File: src/rtl/t2mi_pkg.sv
// Shared constants, FSM encoding and small helpers for the T2-MI TS scheduler.
package t2mi_pkg;

  localparam logic [7:0]  TS_LEN     = 8'd188;
  localparam logic [7:0]  TS_PAYLOAD = 8'd184;
  localparam logic [7:0]  TS_SYNC    = 8'h47;
  localparam logic [12:0] NULL_PID   = 13'h1FFF;
  localparam logic [7:0]  PTR_NONE   = 8'hFF;

  localparam logic [1:0] ST_IDLE     = 2'd0;
  localparam logic [1:0] ST_PK_START = 2'd1;
  localparam logic [1:0] ST_PK_RUN   = 2'd2;
  localparam logic [1:0] ST_NULL_RUN = 2'd3;

  // Null packet: header 47 1F FF 10 (PID 0x1FFF, payload only, CC 0), then stuffing.
  function automatic logic [7:0] null_byte(input logic [7:0] idx);
    logic [7:0] b;
    case (idx)
      8'd0:    b = TS_SYNC;
      8'd1:    b = {3'b000, NULL_PID[12:8]};
      8'd2:    b = NULL_PID[7:0];
      8'd3:    b = 8'h10;
      default: b = 8'hFF;
    endcase
    return b;
  endfunction

  function automatic logic [7:0] calc_pointer(input logic at_head, input logic [15:0] rem);
    logic [7:0] p;
    if (at_head) begin
      p = 8'd0;
    end else if (rem < {8'd0, TS_PAYLOAD}) begin
      p = rem[7:0];
    end else begin
      p = PTR_NONE;
    end
    return p;
  endfunction

endpackage

File: src/rtl/t2mi_ts_scheduler_if.sv
// Bus bundle between the slot source, payload FIFO, packetizer and the scheduler.
interface t2mi_ts_scheduler_if #(parameter int LVL_W = 12);

  logic             slot;
  logic [LVL_W-1:0] fifo_lvl;
  logic             len_wr;
  logic [15:0]      len_in;
  logic             rd_ack;
  logic [7:0]       pk_data;
  logic             pk_ena;
  logic             pk_psync;
  logic             pk_start;
  logic [7:0]       pk_pointer;
  logic [7:0]       ts_data;
  logic             ts_ena;
  logic             ts_psync;
  logic             slot_miss;
  logic             lq_ovf;

  modport master (
    output slot, fifo_lvl, len_wr, len_in, rd_ack, pk_data, pk_ena, pk_psync,
    input  pk_start, pk_pointer, ts_data, ts_ena, ts_psync, slot_miss, lq_ovf
  );

  modport slave (
    input  slot, fifo_lvl, len_wr, len_in, rd_ack, pk_data, pk_ena, pk_psync,
    output pk_start, pk_pointer, ts_data, ts_ena, ts_psync, slot_miss, lq_ovf
  );

endinterface

File: src/rtl/t2mi_len_fifo.sv
// Show-ahead synchronous FIFO holding queued T2-MI packet lengths.
module t2mi_len_fifo #(
  parameter int DEPTH = 8,
  parameter int WIDTH = 16
) (
  input  logic             CLK,
  input  logic             RST,
  input  logic             wr,
  input  logic [WIDTH-1:0] din,
  input  logic             rd,
  output logic [WIDTH-1:0] dout,
  output logic             full,
  output logic             empty
);

  localparam int AW = $clog2(DEPTH);

  logic [WIDTH-1:0] mem_r [DEPTH];
  logic [AW-1:0]    wr_ptr_r;
  logic [AW-1:0]    rd_ptr_r;
  logic [AW:0]      count_r;
  logic             wr_en_s;
  logic             rd_en_s;

  assign full    = (count_r == (AW+1)'(DEPTH));
  assign empty   = (count_r == '0);
  assign wr_en_s = wr && !full;
  assign rd_en_s = rd && !empty;
  assign dout    = mem_r[rd_ptr_r];

  // Storage array; contents are don't-care until written.
  always_ff @(posedge CLK) begin
    if (wr_en_s) begin
      mem_r[wr_ptr_r] <= din;
    end
  end

  // Pointers and occupancy; push and pop in the same cycle leave the count unchanged.
  always_ff @(posedge CLK or negedge RST) begin
    if (!RST) begin
      wr_ptr_r <= '0;
      rd_ptr_r <= '0;
      count_r  <= '0;
    end else begin
      if (wr_en_s) wr_ptr_r <= wr_ptr_r + AW'(1);
      if (rd_en_s) rd_ptr_r <= rd_ptr_r + AW'(1);
      case ({wr_en_s, rd_en_s})
        2'b10:   count_r <= count_r + (AW+1)'(1);
        2'b01:   count_r <= count_r - (AW+1)'(1);
        default: count_r <= count_r;
      endcase
    end
  end

endmodule

File: src/rtl/t2mi_ts_scheduler.sv
// Per 188-byte TS slot, runs either the T2-MI packetizer or a null packet, and
// tracks the current T2-MI packet boundary to give the packetizer its pointer.
module t2mi_ts_scheduler
  import t2mi_pkg::*;
#(
  parameter int LQ_DEPTH = 8,
  parameter int LVL_W    = 12
) (
  input  logic               CLK,
  input  logic               RST,
  t2mi_ts_scheduler_if.slave bus
);

  logic [1:0]  state_r;
  logic [7:0]  cnt_r;
  logic        pk_start_r;
  logic [7:0]  pk_pointer_r;
  logic [7:0]  ts_data_r;
  logic        ts_ena_r;
  logic        ts_psync_r;
  logic        slot_miss_r;
  logic        lq_ovf_r;
  logic [15:0] rem_r;
  logic        at_head_r;
  logic        cur_valid_r;
  logic [15:0] lq_dout_s;
  logic        lq_full_s;
  logic        lq_empty_s;
  logic        load_s;
  logic        pop_s;
  logic        last_s;

  t2mi_len_fifo #(.DEPTH(LQ_DEPTH), .WIDTH(16)) u_len_fifo (
    .CLK   (CLK),
    .RST   (RST),
    .wr    (bus.len_wr),
    .din   (bus.len_in),
    .rd    (pop_s),
    .dout  (lq_dout_s),
    .full  (lq_full_s),
    .empty (lq_empty_s)
  );

  // Reload when nothing is held or the last byte of the current packet is read now.
  always_comb begin
    load_s = 1'b0;
    if (!cur_valid_r) begin
      load_s = 1'b1;
    end else if (bus.rd_ack && (rem_r <= 16'd1)) begin
      load_s = 1'b1;
    end else begin
      load_s = 1'b0;
    end
  end

  assign pop_s  = load_s && !lq_empty_s;
  assign last_s = (cnt_r == (TS_LEN - 8'd1));

  // Current T2-MI packet tracking; RD_ACK with no valid packet is ignored.
  always_ff @(posedge CLK or negedge RST) begin
    if (!RST) begin
      rem_r       <= 16'd0;
      at_head_r   <= 1'b0;
      cur_valid_r <= 1'b0;
    end else if (load_s) begin
      if (!lq_empty_s) begin
        rem_r       <= lq_dout_s;
        at_head_r   <= 1'b1;
        cur_valid_r <= 1'b1;
      end else begin
        rem_r       <= 16'd0;
        at_head_r   <= 1'b0;
        cur_valid_r <= 1'b0;
      end
    end else if (bus.rd_ack) begin
      rem_r     <= rem_r - 16'd1;
      at_head_r <= 1'b0;
    end else begin
      rem_r <= rem_r;
    end
  end

  // Slot FSM; the pointer is captured once per packet and held through PK_RUN.
  always_ff @(posedge CLK or negedge RST) begin
    if (!RST) begin
      state_r      <= ST_IDLE;
      cnt_r        <= 8'd0;
      pk_start_r   <= 1'b0;
      pk_pointer_r <= 8'd0;
    end else begin
      case (state_r)
        ST_IDLE: begin
          cnt_r <= 8'd0;
          if (bus.slot) begin
            if (cur_valid_r && (bus.fifo_lvl >= LVL_W'(TS_PAYLOAD))) begin
              state_r      <= ST_PK_START;
              pk_start_r   <= 1'b1;
              pk_pointer_r <= calc_pointer(at_head_r, rem_r);
            end else begin
              state_r <= ST_NULL_RUN;
            end
          end
        end
        ST_PK_START: begin
          pk_start_r <= 1'b0;
          state_r    <= ST_PK_RUN;
        end
        ST_PK_RUN: begin
          if (bus.pk_ena) begin
            if (last_s) begin
              state_r <= ST_IDLE;
              cnt_r   <= 8'd0;
            end else begin
              cnt_r <= cnt_r + 8'd1;
            end
          end
        end
        ST_NULL_RUN: begin
          if (last_s) begin
            state_r <= ST_IDLE;
            cnt_r   <= 8'd0;
          end else begin
            cnt_r <= cnt_r + 8'd1;
          end
        end
        default: begin
          state_r    <= ST_IDLE;
          cnt_r      <= 8'd0;
          pk_start_r <= 1'b0;
        end
      endcase
    end
  end

  // Sticky error flags.
  always_ff @(posedge CLK or negedge RST) begin
    if (!RST) begin
      slot_miss_r <= 1'b0;
      lq_ovf_r    <= 1'b0;
    end else begin
      if (bus.slot && (state_r != ST_IDLE)) slot_miss_r <= 1'b1;
      if (bus.len_wr && lq_full_s)          lq_ovf_r    <= 1'b1;
    end
  end

  // Registered TS output mux.
  always_ff @(posedge CLK or negedge RST) begin
    if (!RST) begin
      ts_data_r  <= 8'd0;
      ts_ena_r   <= 1'b0;
      ts_psync_r <= 1'b0;
    end else begin
      case (state_r)
        ST_PK_START, ST_PK_RUN: begin
          ts_data_r  <= bus.pk_data;
          ts_ena_r   <= bus.pk_ena;
          ts_psync_r <= bus.pk_psync;
        end
        ST_NULL_RUN: begin
          ts_data_r  <= null_byte(cnt_r);
          ts_ena_r   <= 1'b1;
          ts_psync_r <= (cnt_r == 8'd0);
        end
        default: begin
          ts_data_r  <= 8'd0;
          ts_ena_r   <= 1'b0;
          ts_psync_r <= 1'b0;
        end
      endcase
    end
  end

  assign bus.pk_start   = pk_start_r;
  assign bus.pk_pointer = pk_pointer_r;
  assign bus.ts_data    = ts_data_r;
  assign bus.ts_ena     = ts_ena_r;
  assign bus.ts_psync   = ts_psync_r;
  assign bus.slot_miss  = slot_miss_r;
  assign bus.lq_ovf     = lq_ovf_r;

endmodule
File: src/flat_wrapper.sv
// flat-port wrapper written by rule: the top's interface ports become plain ports
module t2mi_ts_scheduler_flat import t2mi_pkg::*;
#(
  parameter int LQ_DEPTH = 8,
  parameter int LVL_W    = 12
)
  (CLK, RST, bus_slot, bus_fifo_lvl, bus_len_wr, bus_len_in, bus_rd_ack, bus_pk_data, bus_pk_ena, bus_pk_psync, bus_pk_start, bus_pk_pointer, bus_ts_data, bus_ts_ena, bus_ts_psync, bus_slot_miss, bus_lq_ovf);
  t2mi_ts_scheduler_if #(.LVL_W(LVL_W)) bus_i ();
  input  logic CLK;
  input  logic RST;
  input wire logic [$bits(bus_i.slot)-1:0] bus_slot;
  input wire logic [$bits(bus_i.fifo_lvl)-1:0] bus_fifo_lvl;
  input wire logic [$bits(bus_i.len_wr)-1:0] bus_len_wr;
  input wire logic [$bits(bus_i.len_in)-1:0] bus_len_in;
  input wire logic [$bits(bus_i.rd_ack)-1:0] bus_rd_ack;
  input wire logic [$bits(bus_i.pk_data)-1:0] bus_pk_data;
  input wire logic [$bits(bus_i.pk_ena)-1:0] bus_pk_ena;
  input wire logic [$bits(bus_i.pk_psync)-1:0] bus_pk_psync;
  output wire logic [$bits(bus_i.pk_start)-1:0] bus_pk_start;
  output wire logic [$bits(bus_i.pk_pointer)-1:0] bus_pk_pointer;
  output wire logic [$bits(bus_i.ts_data)-1:0] bus_ts_data;
  output wire logic [$bits(bus_i.ts_ena)-1:0] bus_ts_ena;
  output wire logic [$bits(bus_i.ts_psync)-1:0] bus_ts_psync;
  output wire logic [$bits(bus_i.slot_miss)-1:0] bus_slot_miss;
  output wire logic [$bits(bus_i.lq_ovf)-1:0] bus_lq_ovf;
  assign bus_i.slot = bus_slot;
  assign bus_i.fifo_lvl = bus_fifo_lvl;
  assign bus_i.len_wr = bus_len_wr;
  assign bus_i.len_in = bus_len_in;
  assign bus_i.rd_ack = bus_rd_ack;
  assign bus_i.pk_data = bus_pk_data;
  assign bus_i.pk_ena = bus_pk_ena;
  assign bus_i.pk_psync = bus_pk_psync;
  assign bus_pk_start = bus_i.pk_start;
  assign bus_pk_pointer = bus_i.pk_pointer;
  assign bus_ts_data = bus_i.ts_data;
  assign bus_ts_ena = bus_i.ts_ena;
  assign bus_ts_psync = bus_i.ts_psync;
  assign bus_slot_miss = bus_i.slot_miss;
  assign bus_lq_ovf = bus_i.lq_ovf;
  t2mi_ts_scheduler #(.LQ_DEPTH(LQ_DEPTH), .LVL_W(LVL_W)) u_core (.CLK(CLK), .RST(RST), .bus(bus_i));
endmodule
File: config.mk
export PLATFORM = sky130hd
export DESIGN_NAME = t2mi_ts_scheduler_flat
export DESIGN_NICKNAME = d
export VERILOG_FILES = /design/src/rtl/t2mi_pkg.sv /design/src/rtl/t2mi_ts_scheduler_if.sv /design/src/rtl/t2mi_len_fifo.sv /design/src/rtl/t2mi_ts_scheduler.sv /design/src/flat_wrapper.sv
export SDC_FILE = /design/constraint.sdc
export NUM_CORES = 1
export LEC_CHECK = 0
export CORE_UTILIZATION = 45
export DETAILED_ROUTE_END_ITERATION = 8
export DONT_BUFFER_PORTS = 1
export PLACE_DENSITY = 0.58
export SYNTH_ARGS = -nofsm -noshare
export SYNTH_HDL_FRONTEND = slang
export SYNTH_SLANG_ARGS = --single-unit
File: constraint.sdc
create_clock -name CLK -period 3.7 [get_ports CLK]
set_input_delay 0.185 -clock CLK [delete_from_list [all_inputs] [get_ports CLK]]
set_output_delay 0.185 -clock CLK [all_outputs]
set_load 0.05 [all_outputs]
==> impl_metrics.xml <==
<?xml version="1.0" encoding="UTF-8"?>
<metrics>
  <group name="setup_path">
    <metric name="path_class" unit="">flip-flop to flip-flop</metric>
    <metric name="cp_num_cells" unit="">13</metric>
    <metric name="crit_path_end_kind" unit="">flip-flop</metric>
    <metric name="cp-start-kind" unit="">flip-flop</metric>
    <metric name="regToRegSetupSlack" unit="ns">0.83</metric>
    <metric name="reg2reg_to" unit="">u_core.u_len_fifo.count_r[2]</metric>
    <metric name="rr_startpoint" unit="">u_core.rem_r[0]</metric>
    <metric name="worst-endpoint-required" unit="ns">4.02</metric>
    <metric name="critical_path.slowest_cell" unit="">dfrtp_1</metric>
    <metric name="critPathMaxStageDelay" unit="ns">0.47</metric>
    <metric name="crit_buf_inv" unit="">2</metric>
    <metric name="cp_data_arrival_time" unit="ns">3.19</metric>
    <metric name="critical_path.cell_chain" unit="">inv_1 &gt; ha_1 &gt; o211ai_1 &gt; o31ai_4 &gt; nand2_2 &gt; inv_1 &gt; ha_1 &gt; xor2_1 &gt; ha_1 &gt; a21oi_1 &gt; xor2_1 &gt; nor2_1 &gt; xor2_1</metric>
    <metric name="r2r_cells" unit="">13</metric>
    <metric name="worst_path_maximum_fanout" unit="">7</metric>
    <metric name="worst_path_dominant_cell_family" unit="">adder cells</metric>
  </group>
  <group name="worst_hold_path">
    <metric name="whs_path_cells" unit="">2</metric>
    <metric name="worst_hold_path.endpoint" unit="">u_core.rem_r[7]</metric>
    <metric name="hp-start" unit="">bus_rd_ack</metric>
    <metric name="min-delay-path-class" unit="">input pin to flip-flop</metric>
  </group>
  <group name="grt">
    <metric name="grt_antenna_before_repair" unit="">0</metric>
    <metric name="grt_start_max_net_pins" unit="">60</metric>
    <metric name="grt_util_all_layers" unit="%">19.13</metric>
    <metric name="first_global_vias" unit="">4923</metric>
    <metric name="first_pass_grt_wire_length" unit="um">26040</metric>
    <metric name="overflow" unit="">0</metric>
  </group>
  <group name="synth">
    <metric name="yosys.cell_types.count" unit="">62</metric>
    <metric name="synth_sequential_area_ratio" unit="%">65.49</metric>
    <metric name="yosysWarnings" unit="">0</metric>
    <metric name="ys_top_cells_by_count" unit="">edfxtp_1 (128), dfrtp_1 (59), nand2_1 (39)</metric>
    <metric name="synth.net_count" unit="">600</metric>
    <metric name="synthCells" unit="">542</metric>
    <metric name="post_synth_main_area_contributors" unit="">edfxtp_1 (47%), dfrtp_1 (18%), mux4_2 (8.9%), mux2_2 (2.5%), ha_1 (2.3%)</metric>
    <metric name="synth_top_area_share" unit="%">47.31</metric>
    <metric name="synthMostInstantiatedCell" unit="">edfxtp_1</metric>
    <metric name="synth-async-reset-ratio" unit="%">31.55</metric>
    <metric name="synth.cell_area" unit="um^2">8124</metric>
    <metric name="syn_area_per_cell" unit="um^2">14.99</metric>
    <metric name="yosys.area.top_type" unit="">edfxtp_1</metric>
    <metric name="synth_enable_flop_cells" unit="">128</metric>
    <metric name="ys_dominant_reg_cell" unit="">edfxtp_1</metric>
    <metric name="postSynthRegisterBits" unit="">187</metric>
  </group>
  <group name="timing">
    <metric name="fin_tns_setup" unit="ns">0</metric>
    <metric name="fin_crit_sh" unit="%">77.64</metric>
    <metric name="post-route-worst-setup-slack" unit="ns">0.8274</metric>
    <metric name="final.setup_skew" unit="ns">0.009224</metric>
    <metric name="unrepaired_setup_endpoints_after_global_routing" unit="">false</metric>
    <metric name="timing_max_transition_violations_final" unit="">0</metric>
    <metric name="maxClockFrequency" unit="GHz">0.3481</metric>
    <metric name="finalSetupViolCount" unit="">0</metric>
    <metric name="finalCriticalPeriod" unit="ns">2.873</metric>
    <metric name="timing.max_slew.rel_slack" unit="%">32.14</metric>
    <metric name="worst_slew_pin_slew" unit="ns">1.009</metric>
    <metric name="finalHoldViolCount" unit="">0</metric>
    <metric name="worst_hold_slack" unit="ns">0.01418</metric>
  </group>
  <group name="routing">
    <metric name="drc_errors" unit="">0</metric>
    <metric name="dr_total_vias" unit="">4698</metric>
    <metric name="drt_iter0_markers" unit="">299</metric>
    <metric name="drt_first_pass_iters" unit="">5</metric>
    <metric name="detail_route.wirelength" unit="um">16030</metric>
    <metric name="drt-wirelength-per-cell" unit="um">19.60</metric>
    <metric name="viasPerCell" unit="">5.743</metric>
    <metric name="ant_nets" unit="">0</metric>
  </group>
  <group name="clock_tree">
    <metric name="clock_insertion_delay_worst_skew" unit="ns">0.44</metric>
    <metric name="worst_setup_hold_path_clk_slew" unit="ns">0.07</metric>
    <metric name="cts_h_tree_depth" unit="">4</metric>
    <metric name="clock_sink_count" unit="">187</metric>
    <metric name="clock_tree.root_cell" unit="">clkbuf_16</metric>
    <metric name="cts-buffers-inserted" unit="">17</metric>
    <metric name="cts_setup_buffers" unit="">0</metric>
    <metric name="cts_tree" unit="">yes</metric>
    <metric name="post_cts.resized_instances" unit="">0</metric>
    <metric name="cts-root-to-sink-buffers" unit="">2</metric>
  </group>
  <group name="floorplanning">
    <metric name="horizontal_extent_of_the_die" unit="um">136.4</metric>
    <metric name="chipHeight" unit="um">136.4</metric>
    <metric name="core_region_area" unit="um^2">17480</metric>
    <metric name="design.portCount" unit="">64</metric>
    <metric name="num_rows" unit="">48</metric>
    <metric name="initial_utilization" unit="%">46.48</metric>
    <metric name="die-area" unit="um^2">18600</metric>
  </group>
  <group name="final_layout">
    <metric name="antennaDiodeCount" unit="">0</metric>
    <metric name="finish.net_count" unit="">638</metric>
    <metric name="area_growth" unit="%">14.25</metric>
    <metric name="final_cells" unit="">818</metric>
    <metric name="drive_above_1_share" unit="%">18.38</metric>
  </group>
  <group name="power_and_ir_drop">
    <metric name="leakagePower" unit="nW">3.255</metric>
    <metric name="vdd_drop_max" unit="mV">0.4482</metric>
    <metric name="pwr_density_cell" unit="nW/um^2">643.1</metric>
  </group>
  <group name="placement">
    <metric name="port-buffer-count" unit="">0</metric>
    <metric name="post-place-cells" unit="">755</metric>
    <metric name="placement.setup.worst_slack" unit="ns">0.8478</metric>
    <metric name="dp_hpwl" unit="um">10000</metric>
    <metric name="place.gp.congestion" unit="">0.8025</metric>
  </group>
  <group name="status">
    <metric name="result_of_the_run" unit="">completed</metric>
  </group>
  <group name="job">
    <metric name="max-cap-violations" unit="">0</metric>
  </group>
</metrics>
[where the power goes]
group	switching [W]	internal [W]	total (W)
combinational	0.000710	0.000487	0.00120
clock	0.000816	0.000943	0.00176
sequential	0.000410	0.00260	0.00301
[how the worst max path moves through the flow]
stage                          start  slack, ns                            to
finish               u_core.rem_r[0]       0.83  u_core.u_len_fifo.count_r[2]
global route         u_core.rem_r[7]       0.64  u_core.u_len_fifo.count_r[2]
CTS                  u_core.rem_r[7]       0.84  u_core.u_len_fifo.count_r[2]
detailed placement   u_core.rem_r[7]       0.85  u_core.u_len_fifo.count_r[2]
global placement     u_core.rem_r[0]       0.92  u_core.u_len_fifo.count_r[2]
floorplan           u_core.rem_r[12]       1.14  u_core.u_len_fifo.count_r[2]
[layer usage]
metal  wire, um  up-vias  GRT usage (%)
met3        682       12          4.735
met1       7182     2411          24.66
li1           -     2174              -
met2       7991      101          31.61
met4        175        0          6.235
met5          0        -              0
[registers in the layout, summed over array words and instances, names as in the netlist, 2 cells and up]
register	cells
u_core.u_len_fifo.wr_ptr_r	3
u_core.bus.pk_pointer	8
u_core.u_len_fifo.rd_ptr_r	3
u_core.u_len_fifo.mem_r	128
u_core.rem_r	16
u_core.bus.ts_data	8
u_core.cnt_r	8
u_core.u_len_fifo.count_r	4
u_core.state_r	2
[final cells by class]
cell class,instances,area [um^2]
clock buffers,18,429.2
clock inverters,14,135.1
fillers,1428,8195
inverters,16,60.06
multi-input cells,314,2629
flip-flops and latches,187,5321
well taps,225,281.5
repair buffers,44,425.4
[metrics by stage]
step,power (W),utilization (%),area (um^2)
final,0.005969,53.11,9281
after global routing,0.006277,53.11,9281
after CTS,0.006012,53.11,9281
after detailed placement,0.004201,48.00,8389
after global placement,0.004142,48.00,8389
after floorplan,0.003869,-,8124
[cells in the final DEF, fill, tap and decap left out, types with 15 or more instances in the layout]
cell type        n
nand2_1         39
edfxtp_1       128
dfrtp_1         58
clkbuf_16       17
mux2_2          18
nand3_1         16
ha_1            15
dlygate4sd3_1   30
inv_1           16
a21oi_1         37
mux4_2          32
nor2_1          26
[cells by family after synthesis]
family	after synthesis	share of synthesized area, %
AO/OA/AOI/OAI	94	7.578
XOR/XNOR	11	1.186
adder cells (fa/ha/maj)	15	2.310
buffers and inverters	41	2.279
flip-flops	187	65.49
multiplexers	58	12.41
AND/OR/NAND/NOR	136	8.748
[repair_timing]
action	4_1_cts	5_1_grt
hold buffers	31	0
setup endpoints to repair	0	0
endpoints found under the hold margin	206	0
(Power assumes the default switching activity.)
